File: config.mk
export PLATFORM = sky130hd
export DESIGN_NAME = panel_mode_seq
export DESIGN_NICKNAME = d
export VERILOG_FILES = /design/src/rtl/panel_pkg.sv /design/src/rtl/btn_conditioner.sv /design/src/rtl/panel_mode_seq.sv
export SDC_FILE = /design/constraint.sdc
export NUM_CORES = 1
export LEC_CHECK = 0
export BUFFER_PORTS_ARGS = -buffer_cell sky130_fd_sc_hd__buf_2
export CORE_AREA = 2 2 142 102
export DETAILED_ROUTE_END_ITERATION = 10
export DIE_AREA = 0 0 144 104
export PLACE_DENSITY = 0.62
export REMOVE_ABC_BUFFERS = 1
export SKIP_LAST_GASP = 1
export SLEW_MARGIN = 20
export SYNTH_ARGS = -nofsm -noshare
export SYNTH_HDL_FRONTEND = slang
export SYNTH_SLANG_ARGS = --single-unit
File: constraint.sdc
create_clock -name clk -period 3.4 [get_ports clk]
set_clock_uncertainty 0.15 [all_clocks]
set_input_delay 0.68 -clock clk [delete_from_list [all_inputs] [get_ports clk]]
set_output_delay 0.68 -clock clk [all_outputs]
set_load 0.01 [all_outputs]
File: src/rtl/panel_pkg.sv
// panel_pkg: state encoding and default display patterns shared by the panel sequencer
package panel_pkg;
  typedef enum logic [1:0] {
    ST_IDLE     = 2'b00,
    ST_DATA_IN  = 2'b01,
    ST_WORK     = 2'b10,
    ST_DATA_OUT = 2'b11
  } state_t;
  localparam logic [15:0] IDLE_PAT_DEF = 16'hABCD;
  localparam logic [15:0] WORK_PAT_DEF = 16'hEEEE;
endpackage

File: src/rtl/btn_conditioner.sv
// btn_conditioner: synchronise, debounce and edge-detect one raw push button
module btn_conditioner #(
  parameter int unsigned DEB_CYCLES = 1_000_000
) (
  input  logic clk,
  input  logic rst,
  input  logic raw,
  output logic level,
  output logic press
);
  localparam int CW = $clog2(DEB_CYCLES + 1);
  logic [1:0] sync;
  logic [CW-1:0] cnt;
  logic level_d;
  logic done;
  assign done = cnt == CW'(DEB_CYCLES - 1);
  always_ff @(posedge clk) begin
    if (rst) begin
      sync    <= '0;
      cnt     <= '0;
      level   <= 1'b0;
      level_d <= 1'b0;
      press   <= 1'b0;
    end else begin
      sync    <= {sync[0], raw};
      level_d <= level;
      press   <= level & ~level_d;
      cnt     <= (sync[1] == level || done) ? '0 : cnt + 1'b1;
      if (sync[1] != level && done) level <= sync[1];
    end
  end
endmodule

File: src/rtl/panel_mode_seq.sv
// panel_mode_seq: front-panel mode FSM (IDLE/DATA_IN/WORK/DATA_OUT) with
// debounced buttons, registered display mux and saturating browse address.
module panel_mode_seq
  import panel_pkg::*;
#(
  parameter int                DATA_W     = 16,
  parameter int                ADDR_W     = 32,
  parameter logic [ADDR_W-1:0] ADDR_STEP  = 4,
  parameter logic [ADDR_W-1:0] ADDR_MAX   = 32'h3FC,
  parameter logic [DATA_W-1:0] IDLE_PAT   = IDLE_PAT_DEF,
  parameter logic [DATA_W-1:0] WORK_PAT   = WORK_PAT_DEF,
  parameter int unsigned       DEB_CYCLES = 1_000_000
) (
  input  logic              clk,
  input  logic              rst,
  input  logic              button,
  input  logic              u_button,
  input  logic              d_button,
  input  logic              work_done,
  input  logic [DATA_W-1:0] pre_data,
  input  logic [DATA_W-1:0] fin_data,
  output logic [DATA_W-1:0] data,
  output logic              work_ena,
  output logic              ce,
  output logic [ADDR_W-1:0] addr,
  output logic [1:0]        mode
);
  logic mode_p, up_p, dn_p, adv;
  logic [2:0] unused_level;
  state_t state, nxt;
  logic [DATA_W-1:0] data_nxt;
  logic [ADDR_W-1:0] addr_nxt;
  logic [ADDR_W:0] up_sum;
  btn_conditioner #(.DEB_CYCLES(DEB_CYCLES)) u_mode (
    .clk, .rst, .raw(button), .level(unused_level[0]), .press(mode_p)
  );
  btn_conditioner #(.DEB_CYCLES(DEB_CYCLES)) u_up (
    .clk, .rst, .raw(u_button), .level(unused_level[1]), .press(up_p)
  );
  btn_conditioner #(.DEB_CYCLES(DEB_CYCLES)) u_dn (
    .clk, .rst, .raw(d_button), .level(unused_level[2]), .press(dn_p)
  );
  // one extra bit so the top-of-range sum cannot wrap below ADDR_MAX
  assign up_sum = {1'b0, addr} + {1'b0, ADDR_STEP};
  always_comb begin
    adv      = mode_p | ((state == ST_WORK) & work_done);
    nxt      = adv ? state_t'(state + 2'd1) : state;
    data_nxt = nxt == ST_IDLE ? IDLE_PAT : nxt == ST_DATA_IN ? pre_data :
               nxt == ST_WORK ? WORK_PAT : fin_data;
    addr_nxt = addr;
    if (state != ST_DATA_OUT || mode_p) addr_nxt = '0;
    else if (up_p & ~dn_p & (up_sum <= {1'b0, ADDR_MAX})) addr_nxt = up_sum[ADDR_W-1:0];
    else if (dn_p & ~up_p & (addr >= ADDR_STEP)) addr_nxt = addr - ADDR_STEP;
  end
  always_ff @(posedge clk) begin
    if (rst) begin
      state    <= ST_IDLE;
      data     <= IDLE_PAT;
      work_ena <= 1'b0;
      ce       <= 1'b0;
      addr     <= '0;
    end else begin
      state    <= nxt;
      data     <= data_nxt;
      work_ena <= nxt == ST_WORK;
      ce       <= nxt == ST_DATA_OUT;
      addr     <= addr_nxt;
    end
  end
  assign mode = state;
endmodule

Word-level counts from Yosys, hierarchy flattened --
Cells that the tools add are included.
Cells by class: order comparisons 2, div/mod/pow operators 0, bitwise operators 14, equality and inequality tests 14, add/subtract/negate cells 6, shift-type cells 0, reductions and logical operators 14, multiplexer cells 5, multipliers 0
Operators with widths (number):
- 32-bit two-way mux | 2
- 20-bit by 1-bit adder with 20-bit output, second input constant | 3
- 20-bit == test, second input constant | 3
- 32-bit by 3-bit adder with 33-bit output, second input constant | 1
- 33-bit by 10-bit <= comparator with 1-bit output, second input constant | 1
- 32-bit by 3-bit greater-or-equal comparator with 1-bit output, second input constant | 1
- 16-bit two-way mux | 2
- 32-bit by 3-bit subtractor with 32-bit output, second input constant | 1
- 2-bit OR reduction | 5
- 1-bit AND | 8
- 2-bit == test, second input constant | 3
- 1-bit inverter | 5
- 1-bit logical OR | 4
- 1-bit == test | 3
- 1-bit logical AND | 3
- 1-bit inequality test | 3
- 2-bit by 1-bit adder with 2-bit output, second input constant | 1
- 2-bit by 1-bit == test with 1-bit output, second input constant | 1
- 2-bit zero test | 1
- 2-bit two-way mux | 1
- 2-bit inequality test, second input constant | 1
- 2-bit nonzero test | 1
- 1-bit bitwise OR | 1
Word-level totals: output and inout port bits 52, memory bits (read-only) 0, input bits 38, RAM bits 0, memories 0, bits in latches 0, word-level logic and storage cells 75, register bits 127

Longest topological paths before layout --
depth in word-level cells 7, depth in mapped cells 10, gate-level depth less buffers 10

Cells and area by module --
Synthesis repeated with hierarchy kept, for this count alone.
Unflattened totals: cell total of the unflattened synthesis 738, area, all modules 6362.4 µm²
Modules (own cells, without submodules):
- btn_conditioner | times used 3, area an instance 1077.3 µm², cells an instance 118, sequential area each 500.5 µm²
- panel_mode_seq | times used 1, area an instance 3130.5 µm², cells an instance 384, sequential area each 1001.0 µm²

Least setup slack after synthesis --
No wires, ideal clock.
kind register -> register, from register addr[17], to register addr[3], buffers on the path 2, arrival 2.786 ns, stages on the path, launching flop included 11, setup time 0.116 ns, period minus slack after synthesis 3.051 ns, required time 3.134 ns, slack 0.349 ns, cells stage by stage dfxtp_1 -> buf_2 -> nand4_2 -> or4_4 -> buf_6 -> o31ai_1 -> o211ai_1 -> or4b_4 -> or2_4 -> mux2i_1 -> and3_1
Between the ends: word-level cells in the longest chain between the ends 4, elaborated cells between the ends (all ways) 7, classes of those cells 1 x add/sub; 2 x order compare; 1 x mux; 2 x bitwise; 1 x reduce/logical
RTL lines:
- from (decl) | line panel_mode_seq.sv:25 | output logic [ADDR_W-1:0] addr,
- from (signal assigned) | line panel_mode_seq.sv:67 | addr <= addr_nxt;
- 32-bit by 3-bit adder with 33-bit output | line panel_mode_seq.sv:44 | assign up_sum = {1'b0, addr} + {1'b0, ADDR_STEP};
- 33-bit by 10-bit <= comparator with 1-bit output | line panel_mode_seq.sv:52 | else if (up_p & ~dn_p & (up_sum <= {1'b0, ADDR_MAX})) addr_nxt = up_sum[ADDR_W-1:0];
- 1-bit AND | line panel_mode_seq.sv:52
- 32-bit two-way mux or 2-bit nonzero test (tied branches)
Parallel ways exist; a longest one is shown, timed or not. A chain may end at the register's enable or synchronous reset.

Final worst setup path --
from register addr[2], to register addr[6]
The elaborated chain is that of the path after synthesis.

==> metrics.txt <==
status=completed; GR Util met2=28.1%; Horiz. Die Dim=144 µm; root buffer cell=clkbuf_16; Synth Flop Type=dfxtp_1; GRT overflow=0; sequential-to-total area share from yosys stat=41.6%; number of buffers created by CTS=17; Ports=90; GR peak layer=met1; largest net degree at the start of global routing=25; Inserted Diodes=0; nets@finish=861; Yosys top cell area share=41.6%; post-layout min period=3.18 ns; most numerous cell in the Yosys netlist=dfxtp_1; critical path's slowest cell=or4b_4; chip height=104 µm; port bufs=87; CP Data Arrival Time=3.33 ns; Async S/R FF share, synth=0%; fin crit share=93.4%; nature of the critical path endpoint=register; DRC Markers=0; sequential fraction of design power=42.7%; Int Pwr=2.74 mW; die area=15000 µm²; EDFF count, synth=0; unrepaired setup endpoints after global routing=false; Comb pwr share=1.2%; crit path max fanout=7; library cells used by synthesis=61; Worst-Margin Slew=0.895 ns; Clk Latency, worst-skew pair=0.41 ns; Pwr Density=471 nW/µm²; Yosys top cell by area=dfxtp_1; hold_buf cts=0; num rows=36; Final Slew Violations=0; TritonCTS clock tree=done; H-Tree Level Count=4; largest cells by area after synthesis=dfxtp_1 (42%), nor2_1 (7.2%), xnor2_1 (6.1%); first-pass GRT wire length=23800 µm; Max-slew headroom=39.8%; Syn Inst Count=725; post-DR wirelength/cell=14.2 µm; core box area=13600 µm²; initial cell density of the core=44.1%; number of clock sinks=125; Clock power frac=56.1%; detailed router's first-iteration violation count=347; met1 global-route usage=28.9%; setup TNS=0 ns; worst vdd ir=0.383 mV; CTS Buffer Depth=2; crit path kind=reg -> reg; drt total wl=14400 µm; #FFs+latches synth=125; synthesized area=6020 µm²; Finish-stage setup viols=0; Initial DRT Pass Iterations=5; # Max-Cap Violations=0; crit-path max cell delay=0.61 ns; DRT antenna net count=0; Post-Place Setup Slack=0.115 ns; vias in the first global route=4820; via/cell ratio=5.25; Hold Vio Cnt, Final=0; Highest Clock Rate=315 MHz; HPWL after DPL=10600 µm; Synth top cells by count=dfxtp_1 (125), nor2_1 (116), nand2_1 (65); Worst EP required=3.55 ns; share of post-route cells with drive strength above 1=19.6%; Final WS setup=0.224 ns; Reg clk slew, reported paths=0.06 ns; vias post-DR=5331; Synth Warn #=0; initial antenna violation count=0; gpl congestion=0.885; LEAKAGE=2.75 nW; HP Class=reg -> reg; Startpoint Class=register; switching share of total power=20.5%; Synth-to-Final Area Change=21.7%; Psw=705 µW; Tot GR Track Use=19.9%; M3 GR Usage=5.66%; crit-path cells=ha_1, and3_1, nand2_1, o41ai_1, o2111ai_1, or4b_4, nor3_1, o221ai_1, o311a_1; syn avg cell area=8.30 µm²
per-stage QoR:
stage	area [µm²]	cells	hold WS, ns	total power, mW	utilization [%]
4_1_cts	7290	1015	0.234	3.48	53.4
3_3_place_gp	6670	984	0.226	1.54	48.8
6_report	7320	1016	0.232	3.45	53.7
2_1_floorplan	5840	687	0.217	1.52	-
5_1_grt	7320	1016	0.261	3.56	53.7
3_5_place_dp	6670	984	0.227	1.55	48.8
per-layer routing:
metal	share of wire (%)	wire (µm)
met5	0	0
met4	1.4	197
met3	7.8	1120
met2	42	6000
met1	49	7100
repair_timing:
item	4_1_cts	5_1_grt
gates resized for setup	0	9
setup endpoints to repair	0	14
buffers inserted	0	1
cell usage in the layout (no fill, tap or decap), drive strengths merged, types with 5 or more instances in the layout:
cell,Yosys,final
nand4,20,20
nor4b,6,6
and3,15,15
or3,8,8
a21oi,17,17
ha,9,9
xor2,40,40
nor2b,14,14
xnor2,42,42
nor4,15,15
clkbuf,27,19
and4,5,5
dfxtp,125,125
inv,15,18
nand2,65,65
nand3,45,45
buf,12,108
nor2,116,116
mux2i,8,8
nor3b,6,6
nor3,33,33
o21ai,17,17
nand2b,6,6
worst paths after layout:
| check | from | endpoint | slack [ns] | cells past startpoint |
|---|---|---|---|---|
| hold reg to reg | u_up.level_d | u_up.press | 0.23 | 1 |
| setup reg to reg | addr[2] | addr[6] | 0.22 | 9 |
| hold / removal | u_up.level_d | u_up.press | 0.23 | 1 |
| setup / recovery | addr[2] | addr[6] | 0.22 | 9 |
state kept, by name, summed over array words and instances, names as in the netlist:
register	flops
addr	30
ce	1
data	16
mode	2
u_dn.cnt	20
u_dn.level	1
u_dn.level_d	1
u_dn.press	1
u_dn.sync	2
u_mode.cnt	20
u_mode.level	1
u_mode.level_d	1
u_mode.press	1
u_mode.sync	2
u_up.cnt	20
u_up.level	1
u_up.level_d	1
u_up.press	1
u_up.sync	2
work_ena	1
area by class of cell:
type	count	area, µm²
clock inverters	12	185
clock buffers	19	443
repair buffers	108	593
multi-input cells	547	3300
flip-flops and latches	125	2510
well taps	190	238
inverters	15	56.3
fillers	1260	6320
power by group through the flow:
stage | logic [mW] | clock network, mW | registers [mW]
2_1_floorplan | 0.0127 | 0 | 1.50
3_3_place_gp | 0.0403 | 0 | 1.50
3_5_place_dp | 0.0415 | 0 | 1.50
4_1_cts | 0.0417 | 1.97 | 1.47
5_1_grt | 0.0475 | 2.04 | 1.47
6_report | 0.0412 | 1.93 | 1.47
kinds of logic after synthesis:
family / synth area share (%)
compound gates: 7.90
xor+xnor: 11.9
fa+ha+maj: 1.87
buf+inv: 3.93
flops: 41.6
mux: 1.52
other cells: 0.0623
simple gates: 31.2
critical path: cells and delay by family, from the launching register on:
kind,cells,cell delay [ns]
AND/OR/NAND/NOR,4,1.27
AO/OA/AOI/OAI,4,0.88
flip-flops,1,0.47
adder cells (fa/ha/maj),1,0.28
Note: power is estimated with default switching activity, not from simulation.
